$ cat src/rtl/interrupt_pkg.sv
// Shared constants and types for the interrupt front end and Interrupt_Register.
// cnt_width() sizes a counter that must be able to hold a given cycle count.
package interrupt_pkg;

    localparam int NUM_SRC      = 4;
    localparam int DEBOUNCE_CYC = 16;

    typedef enum logic [0:0] {
        IDLE  = 1'b0,
        ISSUE = 1'b1
    } state_e;

    function automatic int cnt_width(input int cyc);
        return (cyc < 2) ? 1 : $clog2(cyc + 1);
    endfunction

    localparam int CNT_W = cnt_width(DEBOUNCE_CYC);

endpackage

$ cat src/rtl/src_debounce.sv
// One interrupt source: 2-flop synchroniser, stable-count debouncer and rising-edge pulse.
// rise_o is combinational and lasts exactly the cycle in which the debounced level goes high.
module src_debounce
    import interrupt_pkg::*;
#(
    parameter int DEB_CYC = DEBOUNCE_CYC,
    parameter int CW      = CNT_W
) (
    input  logic clk_i,
    input  logic clr_i,
    input  logic raw_i,
    output logic rise_o
);

    logic [1:0]    sync_q;
    logic [1:0]    vld_q;
    logic          deb_q, deb_d;
    logic          arm_q, arm_d;
    logic [CW-1:0] cnt_q, cnt_d;
    logic          s;

    assign s = sync_q[1];

    always_comb begin
        deb_d = deb_q;
        cnt_d = '0;
        if (s != deb_q) begin
            if (cnt_q == CW'(DEB_CYC - 1)) begin
                deb_d = s;
            end else begin
                cnt_d = cnt_q + CW'(1);
            end
        end
    end

    // Edges are only reported once the synced input has been seen low, so a
    // switch held high through reset must fall and rise again to count.
    assign arm_d  = arm_q | (vld_q[1] & ~s & ~deb_q);
    assign rise_o = deb_d & ~deb_q & arm_q;

    always_ff @(posedge clk_i or posedge clr_i) begin
        if (clr_i) begin
            sync_q <= '0;
            vld_q  <= '0;
            deb_q  <= 1'b0;
            arm_q  <= 1'b0;
            cnt_q  <= '0;
        end else begin
            sync_q <= {sync_q[0], raw_i};
            vld_q  <= {vld_q[0], 1'b1};
            deb_q  <= deb_d;
            arm_q  <= arm_d;
            cnt_q  <= cnt_d;
        end
    end

endmodule

$ cat src/rtl/interrupt_source_conditioner.sv
// Conditions raw switches into a pending mask and forwards it to Interrupt_Register as one-cycle Write strobes.
// Define SRC_OVERRUN_EN to add the sticky Overrun output flagging edges merged into an already-pending bit.
module interrupt_source_conditioner
    import interrupt_pkg::*;
(
    input  logic               CLK,
    input  logic               CLR,
    input  logic [NUM_SRC-1:0] Raw_Sw,
    input  logic               Hold,
    output logic               Write,
    output logic [NUM_SRC-1:0] Sw_Out,
    output logic [NUM_SRC-1:0] Pending
`ifdef SRC_OVERRUN_EN
    ,
    output logic [NUM_SRC-1:0] Overrun
`endif
);

    state_e             state_q, state_d;
    logic [NUM_SRC-1:0] pend_q, pend_d;
    logic [NUM_SRC-1:0] snap_q, snap_d;
    logic [NUM_SRC-1:0] fwd;
    logic [NUM_SRC-1:0] rise;

    for (genvar k = 0; k < NUM_SRC; k++) begin : g_src
        src_debounce #(
            .DEB_CYC (DEBOUNCE_CYC),
            .CW      (CNT_W)
        ) u_deb (
            .clk_i  (CLK),
            .clr_i  (CLR),
            .raw_i  (Raw_Sw[k]),
            .rise_o (rise[k])
        );
    end

    always_comb begin
        state_d = state_q;
        snap_d  = snap_q;
        fwd     = '0;
        case (state_q)
            IDLE: begin
                if ((pend_q != '0) && !Hold) begin
                    state_d = ISSUE;
                    snap_d  = pend_q;
                end
            end
            ISSUE: begin
                fwd     = snap_q;
                state_d = IDLE;
            end
            default: state_d = IDLE;
        endcase
    end

    // A rise landing in the ISSUE cycle re-sets its bit after the snapshot clears it.
    assign pend_d = (pend_q & ~fwd) | rise;

    always_ff @(posedge CLK or posedge CLR) begin
        if (CLR) begin
            state_q <= IDLE;
            snap_q  <= '0;
            pend_q  <= '0;
        end else begin
            state_q <= state_d;
            snap_q  <= snap_d;
            pend_q  <= pend_d;
        end
    end

    assign Write   = (state_q == ISSUE);
    assign Sw_Out  = Write ? snap_q : '0;
    assign Pending = pend_q;

`ifdef SRC_OVERRUN_EN
    logic [NUM_SRC-1:0] ovr_q, ovr_d;

    assign ovr_d = ovr_q | (rise & pend_q & ~fwd);

    always_ff @(posedge CLK or posedge CLR) begin
        if (CLR) begin
            ovr_q <= '0;
        end else begin
            ovr_q <= ovr_d;
        end
    end

    assign Overrun = ovr_q;
`endif

endmodule
$ cat config.mk
export PLATFORM = sky130hd
export DESIGN_NAME = interrupt_source_conditioner
export DESIGN_NICKNAME = d
export VERILOG_FILES = /design/src/rtl/interrupt_pkg.sv /design/src/rtl/src_debounce.sv /design/src/rtl/interrupt_source_conditioner.sv
export SDC_FILE = /design/constraint.sdc
export NUM_CORES = 1
export LEC_CHECK = 0
export BUFFER_PORTS_ARGS = -buffer_cell sky130_fd_sc_hd__buf_2
export CAP_MARGIN = 15
export CORE_MARGIN = 1.5
export CORE_UTILIZATION = 55
export DETAILED_ROUTE_END_ITERATION = 12
export PLACE_DENSITY = 0.71
export SLEW_MARGIN = 20
export SYNTH_ARGS = -nofsm -noshare
export SYNTH_HDL_FRONTEND = slang
export SYNTH_SLANG_ARGS = --single-unit
$ cat constraint.sdc
create_clock -name CLK -period 2.1 [get_ports CLK]
set_input_delay 0.21 -clock CLK [delete_from_list [all_inputs] [get_ports CLK]]
set_output_delay 0.21 -clock CLK [all_outputs]
set_load 0.05 [all_outputs]
=== Word-level counts from Yosys, hierarchy flattened ===
Cells that the tools add are included.
Widths: inputs -> output; s select.

* $mul: 0
* Add/subtract/negate cells: 4
* Div/mod/pow operators: 0
* Reduce and logical (&&, ||, !) cells: 4
* Bitwise logic cells: 32
* Shift-type cells: 0
* Magnitude comparators: 0
* Muxes and demuxes: 19
* Equality and inequality tests: 8

{| class="wikitable"
|+ Operator list
! cell !! count
|-
| $mux 5 || 8
|-
| $add 5x1->5 const B || 4
|-
| $eq 5x4->1 const B || 4
|-
| $and 1x1->1 || 16
|-
| $mux 1 || 9
|-
| $not 1->1 || 9
|-
| $and 4x4->4 || 1
|-
| $mux 4 || 1
|-
| $ne 1x1->1 || 4
|-
| $not 4->4 || 1
|-
| $or 1x1->1 || 4
|-
| $or 4x4->4 || 1
|-
| $reduce_bool 4->1 || 1
|-
| $pmux 1 s2 || 1
|-
| $reduce_and 2->1 || 1
|-
| $logic_and 1x1->1 || 1
|-
| $logic_not 1->1 || 1
|}

* Bits in writable memories: 0
* Bits of input ports: 7
* Word-level logic and storage cells: 90
* Bits in read-only memories: 0
* Memories kept: 0
* Register bits: 53
* Bits in latches: 0
* Output and inout port bits: 9

=== Longest topological paths before layout ===
* Depth in word-level cells: 6
* Depth in mapped cells: 4
* Mapped depth without buffers: 4

=== Hierarchy ===
From an unflattened synthesis, not the netlist that was laid out.

* Cells, all modules: 166
* Area, all modules: 2054.5 um2

{| class="wikitable"
|+ By module, submodules not included
! module !! sequential area each (um2) !! area an instance (um2) !! instances !! cells each
|-
| src_debounce || 275.3 || 411.6 || 4 || 32
|-
| interrupt_source_conditioner || 225.2 || 407.9 || 1 || 38
|}

=== Worst setup path before layout ===
Ideal clock, no wire load.

* Path type: reg2reg
* Start point: register state_q, in the netlist Write
* End point: register pend_q[3], in the netlist Pending[3]
* Arrival: 1481 ps
* Slack: 490 ps
* Cell stages (with the launch flop): 4
* Setup time: 129 ps
* Buffers on the path: 0
* Data required time: 1971 ps
* Clock period less this slack: 1610 ps
* Cell sequence: dfrtp_1 and2_1 nand2b_1 o41ai_2

* Cells in the longest elaborated chain, start to end: 4

{| class="wikitable"
|+ RTL lines
! item !! RTL line !! source
|-
| from (decl) || interrupt_source_conditioner.sv:19 || <nowiki>state_e state_q, state_d;</nowiki>
|-
| from (signal assigned) || interrupt_source_conditioner.sv:65 || <nowiki>state_q <= state_d;</nowiki>
|-
| $mux 4 || - ||
|-
| net Sw_Out[3] || interrupt_source_conditioner.sv:11 || <nowiki>output logic [NUM_SRC-1:0] Sw_Out,</nowiki>
|-
| $not 4->4 || interrupt_source_conditioner.sv:57 || <nowiki>assign pend_d = (pend_q & ~fwd) | rise;</nowiki>
|-
| $and 4x4->4 || interrupt_source_conditioner.sv:57 ||
|-
| $or 4x4->4 || interrupt_source_conditioner.sv:57 ||
|-
| net pend_d[3] || interrupt_source_conditioner.sv:20 || <nowiki>logic [NUM_SRC-1:0] pend_q, pend_d;</nowiki>
|-
| to (signal assigned) || interrupt_source_conditioner.sv:67 || <nowiki>pend_q <= pend_d;</nowiki>
|-
| to (decl) || interrupt_source_conditioner.sv:20 ||
|}

The timed path passes the listed nets, and every way through them passes these cells.
A chain may end at the register's enable or synchronous reset.

=== Worst setup path after layout ===
* Start point: register state_q, in the netlist Write
* End point: output port Sw_Out[2]

* Cells in the longest elaborated chain, start to end: 1

{| class="wikitable"
|+ RTL lines
! item !! RTL line !! source
|-
| $mux 4 || interrupt_source_conditioner.sv:72 || <nowiki>assign Sw_Out = Write ? snap_q : '0;</nowiki>
|-
| to (decl) || interrupt_source_conditioner.sv:11 ||
|}

No other way between the ends.

==> flow_summary.toml <==
[power]
ir_worst_vdd_mv = 0.419
swShare_pct = 22.2
p_int_mw = 1.17
p_clk_share_pct = 30.8
p_per_area_mw_per_mm2 = 707
p_leak_nw = 1.10
power_switching_mw = 0.333
combPwrFrac_pct = 5.4
seqPwrFrac_pct = 63.8

[floorplanning]
chipHeight_um = 61.1
num_io_pins = 16
die_w_um = 61.1
start_util_pct = 59.4
num_rows = 20
dieArea_sq_mm = 0.00374
core_area_sq_mm = 0.00313

[clock_tree]
cts_htree_levels = 2
post_cts_buffers = 0
clk_latency_ns = 0.35
cts.repair.resized = 0
cts_tree = "done"
cts_buffers = 5
cts_max_path_buffers = 2
clock-sinks = 47
postCtsHoldBufs = 5
cts_root_buf = "clkbuf_4"
clk_pin_slew_ns = 0.13

[global_routing]
grt_overflow = 0
grt_pass1_wl_um = 4570
grt_pass1_vias = 1109
grt_usage_pct = 17.3
antenna_found_initial = 0
grt_max_degree = 48

[placement]
hpwlAfterDp_um = 1910
dpl_cell_area_sq_mm = 0.00200
portBuffers = 15
place_congestion = 0.736

[logic_synthesis]
synth_top_family_by_area = "simple AND/OR/NAND/NOR gates"
ys_seq_area_share_pct = 63.3
synth_nets = 153
synth_area_sq_mm = 0.00186
synth_mux_area_share_pct = 2.42
synth-compound-area-share_pct = 10.1
async_flop_share_pct = 100
synth_edf_count = 0
synthAdderAreaFrac_pct = 2.69
syn_avg_cell_area_sq_um = 13.1
synth-seq-cells = 47
synthFlopType = "dfrtp_1"
yosys.area_share.simple_pct = 14.3
synth_warnings = 0
ys_types = 24
syn_inst = 142
synth_xor_area_share_pct = 6.46

[cells_and_area]
design_area_sq_mm = 0.00212
synthToLayoutAreaGrowth_pct = 14.0
antenna_cells = 0
final_nets = 181
multi_input_area_sq_um = 672
fin_util_pct = 67.8
drive_above_1_share_pct = 24.6
fillers = 265
seq_area_sq_mm = 0.00118

[setup_path]
cp_top_family = "flip-flops"
path_cells = "and2_1 > buf_2"
cp_data_arrival_time_ns = 1.31
critical_path.slowest_cell = "dfrtp_1"
slowest_delay_ns = 0.50
worstSetupStartpointType = "register"
critPathCaptureType = "primary output"
path_buf_inv = 1
critPathKind = "reg2out"
required_ns = 1.89
path_max_fanout = 7

[drt]
viasPerCell = 5.18
dr_total_vias = 1113
routedWlPerCell_um = 12.4
drt-pass1-iter-count = 4
drc_errors = 0
finalWirelength_um = 2660
ant_nets = 0
drt_iter0_markers = 59

[timing]
setup_tns_ns = 0
finalSetupViolations = 0
slew_headroom_pct = 62.9
post-route-period-util_pct = 72.2
worst_pin_slew_ns = 0.556
rsz0062_at_grt = "no"
fmax_mhz = 660
clock_skew_ns = 0.0134
drv_slew = 0
fin_crit_ns = 1.52
hold_violations = 0

[hold_path]
hold_class = "in2reg"

[outcome]
status = "finished, final reports clean"

[run]
cap_violations = 0
## placed cells by master, fill, tap and decap left out, drive strengths merged, types with 5 or more instances in the layout
master        n
and2         10
dfrtp        47
nand3         8
buf          16
dlygate4sd3   5
clkbuf        7
xor2         12
nor2         19
## routing by layer
layer  track usage (%)  share of wire [%]  vias to the layer above
met5                 0                  0                        -
met4              7.45                1.4                        0
met3              5.04                1.7                        4
met2              31.2                 54                        9
met1              18.9                 43                      559
li1                  -                  -                      541
## cell type report
type                    instances  share of cell area, %
clock inverters                 1                  0.354
flip-flops and latches         47                   55.5
multi-input cells              92                   31.7
inverters                       3                  0.531
well taps                      44                   2.60
repair buffers                 21                   6.26
clock buffers                   7                   3.07
## flip-flops by register name, indices dropped and copies added (netlist names)
name                cells
g_src.u_deb.cnt_q      20
g_src.u_deb.sync_q      8
Pending                 4
g_src.u_deb.arm_q       4
g_src.u_deb.deb_q       4
snap_q                  4
g_src.u_deb.vld_q       2
Write                   1
## synth_stat cells, types with 2 or more instances
cell type  count  area share [%]
a21o_1         4             1.6
a22o_1         4             1.9
and2_1         8             2.7
and2_2         2            0.81
and3_1         4             1.3
dfrtp_1       47              63
ha_1           4             2.7
inv_1          3            0.61
mux2_2         4             2.4
nand2_1        4            0.81
nand2b_1       4             1.3
nand3_1        8             2.2
nor2_1        16             3.2
nor2_2         2            0.67
o21ai_1        2            0.54
o21ai_2        2            0.94
o31ai_1        4             1.6
o41ai_2        4             3.5
xor2_1        10             4.7
xor2_2         2             1.7
## stage by stage
step                      hold WS [ns]  setup WS, ns  power (mW)  instances
after global routing            0.0266         0.464        1.58        215
after floorplan                  0.241         0.490        1.02        142
after detailed placement         0.321         0.751        1.05        202
after CTS                       0.0502         0.555        1.52        215
final                           0.0575         0.585        1.50        215
after global placement           0.318         0.827        1.04        202
## path summary, 6_finish.rpt
kind                                     startpoint                  endpoint  slack (ns)  cells after the start
setup / recovery                              Write                 Sw_Out[2]        0.58                      2
hold / removal                                 Hold                     Write        0.06                      2
setup reg to reg            g_src[3].u_deb.cnt_q[0]      g_src[3].u_deb.deb_q        0.74                      4
hold reg to reg            g_src[3].u_deb.sync_q[0]  g_src[3].u_deb.sync_q[1]        0.35                      0
max in group asynchronous                       CLR                Pending[1]        1.18                      4
min in group asynchronous                       CLR      g_src[1].u_deb.deb_q        0.53                      4
## cell families after synthesis
| group | after synthesis |
|---|---|
| buf+inv | 3 |
| xor+xnor | 12 |
| compound gates | 20 |
| simple gates | 51 |
| fa+ha+maj | 4 |
| other cells | 1 |
| mux | 4 |
| flops | 47 |
## power groups by stage
stage               Clock, mW  Combinational (mW)  Sequential, mW
floorplan                   0              0.0546           0.969
global placement            0              0.0710           0.972
detailed placement          0              0.0753           0.975
CTS                     0.478              0.0829           0.957
global route            0.530              0.0931           0.962
finish                  0.462              0.0802           0.957
Note: power is estimated with default switching activity, not from simulation.
